File: config.mk
export PLATFORM = sky130hd
export DESIGN_NAME = lsu_ctrl
export DESIGN_NICKNAME = d
export VERILOG_FILES = /design/src/rtl/lsu_pkg.sv /design/src/rtl/lsu_load_ext.sv /design/src/rtl/lsu_ctrl.sv
export SDC_FILE = /design/constraint.sdc
export NUM_CORES = 1
export LEC_CHECK = 0
export ABC_CLOCK_PERIOD_IN_PS = 2550
export CORE_MARGIN = 2
export CORE_UTILIZATION = 40
export DETAILED_ROUTE_END_ITERATION = 16
export MAX_ROUTING_LAYER = met4
export PLACE_DENSITY = 0.77
export SLEW_MARGIN = 0
export SYNTH_ARGS = -nofsm -noshare
export SYNTH_HDL_FRONTEND = slang
export SYNTH_SLANG_ARGS = --single-unit
File: constraint.sdc
create_clock -name clk -period 2.55 [get_ports clk]
set_input_delay 0.765 -clock clk [delete_from_list [all_inputs] [get_ports clk]]
set_output_delay 0.765 -clock clk [all_outputs]
set_load 0.05 [all_outputs]
File: src/rtl/lsu_pkg.sv
// Shared load/store encodings, controller state constants and request classification helpers.
package lsu_pkg;

    localparam logic [2:0] LS_B  = 3'b000;
    localparam logic [2:0] LS_H  = 3'b001;
    localparam logic [2:0] LS_W  = 3'b010;
    localparam logic [2:0] LS_BU = 3'b100;
    localparam logic [2:0] LS_HU = 3'b101;

    localparam logic [1:0] ST_IDLE   = 2'd0;
    localparam logic [1:0] ST_ACCESS = 2'd1;
    localparam logic [1:0] ST_SPLIT  = 2'd2;
    localparam logic [1:0] ST_RESP   = 2'd3;

    function automatic logic is_illegal(input logic [2:0] t);
        return (t == 3'b011) || (t == 3'b110) || (t == 3'b111);
    endfunction

    function automatic logic is_misaligned(input logic [2:0] t, input logic [1:0] a);
        case (t)
            LS_H, LS_HU: return a[0];
            LS_W:        return a != 2'b00;
            default:     return 1'b0;
        endcase
    endfunction

endpackage

File: src/rtl/lsu_load_ext.sv
// Combinational sign/zero extension of assembled split-load data by access type.
// Zero latency; no flow control.
module lsu_load_ext
    import lsu_pkg::*;
(
    input  logic [2:0]  i_type,
    input  logic [31:0] i_data,
    output logic [31:0] o_data
);

    always_comb begin
        o_data = i_data;
        case (i_type)
            LS_B:    o_data = {{24{i_data[7]}}, i_data[7:0]};
            LS_BU:   o_data = {24'd0, i_data[7:0]};
            LS_H:    o_data = {{16{i_data[15]}}, i_data[15:0]};
            LS_HU:   o_data = {16'd0, i_data[15:0]};
            default: o_data = i_data;
        endcase
    end

endmodule

File: src/rtl/lsu_ctrl.sv
// Load/store controller: one request at a time, RAM access 1 cycle (N bytes when split), response pulse after.
// Accepts in IDLE and RESP; response has no backpressure. LSU_MISALIGN_SPLIT_EN builds the byte-split path.
module lsu_ctrl
    import lsu_pkg::*;
#(
    parameter int ADDR_W = 32,
    parameter int TAG_W  = 5
) (
    input  logic              clk,
    input  logic              rst,
    input  logic              req_valid,
    output logic              req_ready,
    input  logic              req_we,
    input  logic [2:0]        req_type,
    input  logic [ADDR_W-1:0] req_addr,
    input  logic [31:0]       req_wdata,
    input  logic [TAG_W-1:0]  req_tag,
    output logic              rsp_valid,
    output logic [31:0]       rsp_rdata,
    output logic [TAG_W-1:0]  rsp_tag,
    output logic              rsp_fault,
    output logic              mem_wr_en,
    output logic              mem_rd_en,
    output logic [ADDR_W-1:0] mem_addr,
    output logic [2:0]        mem_rw_type,
    output logic [31:0]       mem_wdata,
    input  logic [31:0]       mem_rdata
);

    logic [1:0]       r_state;
    logic             r_we;
    logic             r_fault;
    logic [TAG_W-1:0] r_tag;

    logic w_hs;
    logic w_illegal;
    logic w_mis;
    logic w_fault;

    assign req_ready = (r_state == ST_IDLE) || (r_state == ST_RESP);
    assign w_hs      = req_valid && req_ready;
    assign w_illegal = is_illegal(req_type);
    assign w_mis     = is_misaligned(req_type, req_addr[1:0]);

`ifdef LSU_MISALIGN_SPLIT_EN
    logic [2:0]        r_type;
    logic [ADDR_W-1:0] r_addr;
    logic [31:0]       r_wdata;
    logic [1:0]        r_cnt;
    logic [31:0]       r_asm;

    logic              w_split;
    logic [1:0]        w_cnt_nxt;
    logic [1:0]        w_last;
    logic [31:0]       w_asm_nxt;
    logic [31:0]       w_ext;

    assign w_split   = w_mis && !w_illegal;
    assign w_fault   = w_illegal;
    assign w_cnt_nxt = r_cnt + 2'd1;
    assign w_last    = (r_type == LS_W) ? 2'd3 : 2'd1;

    // Byte k of the RAM beat lands in assembly lane k; the last beat is folded in before extension.
    always_comb begin
        w_asm_nxt = r_asm;
        w_asm_nxt[{r_cnt, 3'b000} +: 8] = mem_rdata[7:0];
    end

    lsu_load_ext u_ext (
        .i_type (r_type),
        .i_data (w_asm_nxt),
        .o_data (w_ext)
    );
`else
    assign w_fault = w_illegal || w_mis;
`endif

    always_ff @(posedge clk) begin
        if (rst) begin
            r_state     <= ST_IDLE;
            r_we        <= 1'b0;
            r_fault     <= 1'b0;
            r_tag       <= '0;
            rsp_valid   <= 1'b0;
            rsp_rdata   <= 32'd0;
            rsp_tag     <= '0;
            rsp_fault   <= 1'b0;
            mem_wr_en   <= 1'b0;
            mem_rd_en   <= 1'b0;
            mem_addr    <= '0;
            mem_rw_type <= 3'd0;
            mem_wdata   <= 32'd0;
`ifdef LSU_MISALIGN_SPLIT_EN
            r_type      <= 3'd0;
            r_addr      <= '0;
            r_wdata     <= 32'd0;
            r_cnt       <= 2'd0;
            r_asm       <= 32'd0;
`endif
        end else begin
            case (r_state)
                ST_IDLE, ST_RESP: begin
                    rsp_valid <= 1'b0;
                    if (w_hs) begin
                        r_we    <= req_we;
                        r_tag   <= req_tag;
                        r_fault <= w_fault;
`ifdef LSU_MISALIGN_SPLIT_EN
                        r_type  <= req_type;
                        r_addr  <= req_addr;
                        r_wdata <= req_wdata;
                        r_cnt   <= 2'd0;
                        r_asm   <= 32'd0;
                        if (w_split) begin
                            r_state     <= ST_SPLIT;
                            mem_addr    <= req_addr;
                            mem_rw_type <= req_we ? LS_B : LS_BU;
                            mem_wdata   <= {24'd0, req_wdata[7:0]};
                            mem_wr_en   <= req_we;
                            mem_rd_en   <= !req_we;
                        end else
`endif
                        begin
                            r_state <= ST_ACCESS;
                            // Faulting requests leave the RAM lines untouched.
                            if (!w_fault) begin
                                mem_addr    <= req_addr;
                                mem_rw_type <= req_type;
                                mem_wdata   <= req_wdata;
                                mem_wr_en   <= req_we;
                                mem_rd_en   <= !req_we;
                            end
                        end
                    end else begin
                        r_state <= ST_IDLE;
                    end
                end
                ST_ACCESS: begin
                    mem_wr_en <= 1'b0;
                    mem_rd_en <= 1'b0;
                    rsp_valid <= 1'b1;
                    rsp_tag   <= r_tag;
                    rsp_fault <= r_fault;
                    rsp_rdata <= (r_fault || r_we) ? 32'd0 : mem_rdata;
                    r_state   <= ST_RESP;
                end
`ifdef LSU_MISALIGN_SPLIT_EN
                ST_SPLIT: begin
                    r_asm <= w_asm_nxt;
                    if (r_cnt == w_last) begin
                        mem_wr_en <= 1'b0;
                        mem_rd_en <= 1'b0;
                        rsp_valid <= 1'b1;
                        rsp_tag   <= r_tag;
                        rsp_fault <= 1'b0;
                        rsp_rdata <= r_we ? 32'd0 : w_ext;
                        r_state   <= ST_RESP;
                    end else begin
                        r_cnt     <= w_cnt_nxt;
                        mem_addr  <= r_addr + ADDR_W'(w_cnt_nxt);
                        mem_wdata <= {24'd0, r_wdata[{w_cnt_nxt, 3'b000} +: 8]};
                    end
                end
`endif
                default: begin
                    mem_wr_en <= 1'b0;
                    mem_rd_en <= 1'b0;
                    r_state   <= ST_IDLE;
                end
            endcase
        end
    end

endmodule

# --- Yosys cells after proc, flatten, opt, wreduce, memory -nomap -nowiden ---
# Cells that the tools add are included.
totals:
  regBits: 117
  inputBits: 108
  out_inout_bits: 109
  wordCells: 44
classes:
  eq_ne: 8
  n_mux: 5
  bitwise_logic: 2
  reduce_logical: 16
op_table:
  columns: ["cell", "n"]
  rows:
  - ["$mux 32", 1]
  - ["$eq 3x3->1 const B", 3]
  - ["$eq 3x2->1 const B", 2]
  - ["$reduce_or 2->1", 3]
  - ["$logic_or 1x1->1", 5]
  - ["$pmux 1 s2", 2]
  - ["$pmux 2 s2", 1]
  - ["$reduce_and 2->1", 2]
  - ["$reduce_bool 2->1", 2]
  - ["$eq 3x1->1 const B", 1]
  - ["$reduce_and 3->1", 1]
  - ["$eq 2x1->1 const B", 1]
  - ["$eq 2x2->1 const B", 1]
  - ["$logic_not 2->1", 1]
  - ["$not 1->1", 2]
  - ["$logic_and 1x1->1", 1]
  - ["$logic_not 1->1", 1]
  - ["$mux 1", 1]

# --- Depth between registers and ports, before layout ---
depth:
  depth_word: 6
  depth_mapped: 7
  ltp_nobuf: 5

# --- Worst setup path after synthesis ---
# Ideal clock, no wire load.
synth_timing:
  path_type: "input to register"
  start: "input port req_type[2]"
  end: "register mem_addr[12]"
  setup_ps: 72
  t_arrival_ps: 2041
  t_required_ps: 2478
  slack_ps: 438
  stages: 5
  path_buffers: 2
  path_cell_list: "or4_4 a21oi_2 buf_6 buf_6 mux2i_1"
synth_between:
  elab_chain_len: 6
  word_cells_on_any_way: 13
  cone_classes: "eq/ne: 6; mux: 1; bitwise: 1; reduce/logical: 5"
synth_rtl:
  columns: ["element", "line", "text"]
  rows:
  - ["from (decl)", "lsu_ctrl.sv:14", "input logic [2:0] req_type,"]
  - ["$eq 3x1->1, or another cell as far along", "lsu_pkg.sv:20", "case (t)"]
  - ["$reduce_or 2->1 / $logic_or 1x1->1 (equally long branches)", "lsu_pkg.sv:20, lsu_pkg.sv:16", null]
  - ["$pmux 1 s2 / $logic_or 1x1->1 (equally long branches)", "lsu_pkg.sv:20, lsu_pkg.sv:16", null]
  - ["$logic_or 1x1->1 (*)", "lsu_ctrl.sv:75", "assign w_fault = w_illegal || w_mis;"]
  - ["$not 1->1 (no line) (*)", null, null]
  - ["$reduce_and 3->1 (no line) (*)", null, null]
  - ["to (signal assigned)", "lsu_ctrl.sv:127", "mem_addr <= req_addr;"]
  - ["to (decl)", "lsu_ctrl.sv:24", "output logic [ADDR_W-1:0] mem_addr,"]
# Every way passes the cells marked *; elsewhere a longest branch is shown, timed or not.
# A chain may end at the register's enable or synchronous reset.

# --- Worst setup path after layout ---
layout_timing:
  start: "register mem_wdata[24]"
  end: "output port mem_wdata[24]"
layout_rtl:
  columns: ["element", "line", "text"]
  rows:
  - ["from (decl)", "lsu_ctrl.sv:26", "output logic [31:0] mem_wdata,"]
  - ["from (signal assigned)", "lsu_ctrl.sv:129", "mem_wdata <= req_wdata;"]
# No word-level cell between the ends.

==> out/qor.txt <==
Worst R2R Path Depth: 6
critical path endpoint category: output port
Layout area overhead: 61.4%
clk sinks: 117
CP peak stage delay: 0.83 ns
DR vias: 4078
Die Y: 114 µm
Switching Fraction: 26.0%
largest net degree at the start of global routing: 52
setup slack at placement: -0.0960 ns
Syn Nets: 616
final setup margin: 0.207 ns
layout cell share with drive strength beyond 1: 6.58%
Clock Skew: 0.00656 ns
Iter 0 DRT Violations: 129
Mapped Cells: 506
Reg clk slew, reported paths: 0.05 ns
clock buffer depth: 2
Core Footprint: 11900 µm²
Total Routing Usage GR: 20.2%
Post-Route Setup TNS: 0 ns
CTS tree: done
fin util: 65.5%
number of cell rows: 40
Synth Area in Adders: 0.518%
CP Launch Type: flip-flop
post-synth top area cell: dfxtp_1
Initial Util: 40.6%
max cap viols: 0
Netlist Area Pre-Place: 4830 µm²
via/cell ratio: 4.66
worst min path class: reg2reg
Slew HR: 62.5%
Compound-Gate Fraction of Synth Area: 4.77%
CP cell instances: clkdlybuf4s50_1
sequential share of the synthesized area: 48.5%
Clock Latency Late Sink: 0.39 ns
hold path cells: 2
CP Max Fanout: 2
Pre-antenna DRT Iters: 4
share of the synthesized area in the top cell type: 48.5%
crit path from: mem_wdata[24]
Setup Viol. Count Final: 0
Post-Route WL: 12700 µm
RSZ-0062 raised after global routing: no
CP max stage cell: clkdlybuf4s50_1
Routed Antenna Nets: 0
synth cell count leaders: nand2b_1, dfxtp_1, mux2i_1
die area: 13000 µm²
ys flop type: dfxtp_1
Worst R2R End: mem_wr_en
FMAX: 427 MHz
r2r setup slk: 0.88 ns
pin slew with the least headroom to its limit: 0.561 ns
Crit path arrival time: 1.58 ns
die span in x: 114 µm
htree depth: 4
Clock power frac: 45.5%
Num CTS Buffers: 17
largest family of logic cells by synthesized area: simple AND/OR/NAND/NOR gates
status: finished, final reports clean
Period Utilization, post-route: 91.9%
DP Wirelength: 9310 µm
ANT cells: 0
source of the worst register-to-register timing path: r_state[0]
IO Pins: 217
largest cells by area after synthesis: dfxtp_1, nand2b_1, mux2i_1
Post-synth EDFFs: 0
CTS root buffer: clkbuf_16
wire per inst: 14.5 µm
vias in the first global route: 4281
Resized cells post-CTS: 0
WP data required: 1.79 ns
initial antenna violation count: 0
Post-CTS Setup Bufs: 0
Pleak: 2.91 nW
fill cell count: 993
simple-gate area share of the yosys netlist: 27.2%
CTS Hold Bufs: 0
ys async rst share: 0%
Seq pwr share: 34.1%
Worst path top cell family by delay: buffers and inverters
sw power: 1.53 mW
Slew Limit Fails: 0
count of final hold-check violations: 0
Synth Register Bits: 117
RD Place Congestion: 0.733
global-route wire length before repair: 20200 µm
syn_area_per_cell: 9.55 µm²
Synth Area in XOR/XNOR: 0%
DRC: 0
Internal: 4.36 mW
Hold Startpoint: r_tag[2]
synthesis warning total: 0
most numerous cell in the Yosys netlist: nand2b_1
mux contribution to synthesized area: 15.3%
worst hold path endpoint: r_tag[2]
Port Buffers: 216
critical setup path kind: reg2out
VDD IR max: 448 µV
PD cells: 756 nW/µm²
Final min period: 2.34 ns
Comb power frac: 20.4%
Buf+Inv Stages, Crit Path: 1
total gr overflow: 0
nets: 827
count of cell types in the netlist: 25
cell usage in the layout (no fill, tap or decap):
cell type,n
o21ai_0,1
nor3_1,1
inv_1,2
and2_1,1
nor3b_2,1
a21oi_4,1
dfxtp_1,117
clkdlybuf4s50_1,214
clkinvlp_4,1
bufinv_16,6
clkbuf_16,17
or4_4,1
nand3_1,1
nor2b_1,34
nor2_1,40
or3_1,1
clkbuf_1,2
or3b_2,1
a21o_1,1
mux2i_1,74
ha_1,2
a21oi_1,40
clkbuf_8,3
clkinv_2,2
buf_12,2
buf_4,12
nand2b_1,132
o32ai_1,1
nand2_1,17
or4b_2,1
how the worst max path moves through the flow:
stage / to / cells past startpoint / slack, ns
6_report: mem_wdata[24] / 1 / 0.21
5_1_grt: mem_rw_type[2] / 1 / 0.13
4_1_cts: mem_rw_type[2] / 1 / 0.18
3_5_place_dp: mem_wdata[21] / 5 / -0.1
3_3_place_gp: mem_wdata[15] / 5 / 0.005
2_1_floorplan: mem_addr[12] / 5 / 0.44
power by group through the flow:
stage / clock (mW) / sequential (mW) / combinational [mW]
finish: 2.68 / 2.01 / 1.20
global route: 2.83 / 2.02 / 1.27
CTS: 2.74 / 2.01 / 1.21
detailed placement: 0 / 2.05 / 1.21
global placement: 0 / 2.04 / 1.19
floorplan: 0 / 2.41 / 0.380
stage by stage:
stage / area [µm²] / instances / total power [mW] / hold WS [ns]
global route: 7800 / 876 / 6.12 / 0.473
finish: 7800 / 876 / 5.89 / 0.453
detailed placement: 7130 / 845 / 3.26 / 0.449
CTS: 7800 / 876 / 5.96 / 0.456
global placement: 7130 / 845 / 3.23 / 0.441
floorplan: 4830 / 506 / 2.79 / 0.436
layout make-up:
cell class | instances | area, µm² | share of cell area [%]
sequential | 117 | 2340 | 30.0
tap | 147 | 184 | 2.36
multi-input combinational | 351 | 2320 | 29.8
clock inverter | 9 | 198 | 2.53
inverter | 2 | 7.51 | 0.0963
clock buffer | 22 | 474 | 6.08
timing repair buffer | 228 | 2270 | 29.1
registers in the layout, summed over array words and instances, names as in the netlist:
signal,flops
rsp_rdata,32
rsp_valid,1
r_we,1
mem_addr,32
r_tag,5
mem_rd_en,1
r_state,2
r_fault,1
mem_wr_en,1
mem_rw_type,3
rsp_tag,5
rsp_fault,1
mem_wdata,32
cells by family after synthesis:
logic type | after synthesis
multiplexers | 74
flip-flops | 117
AO/OA/AOI/OAI | 44
adder cells (fa/ha/maj) | 2
buffers and inverters | 38
AND/OR/NAND/NOR | 231
per-layer routing:
layer	up-vias	global-route usage (%)	wire, µm
met5	-	-	0
met1	1881	21.0	5120
met3	10	7.12	987
li1	2054	-	-
met4	0	5.69	163
met2	133	36.2	6440
Power figures use the tool's default switching activity.
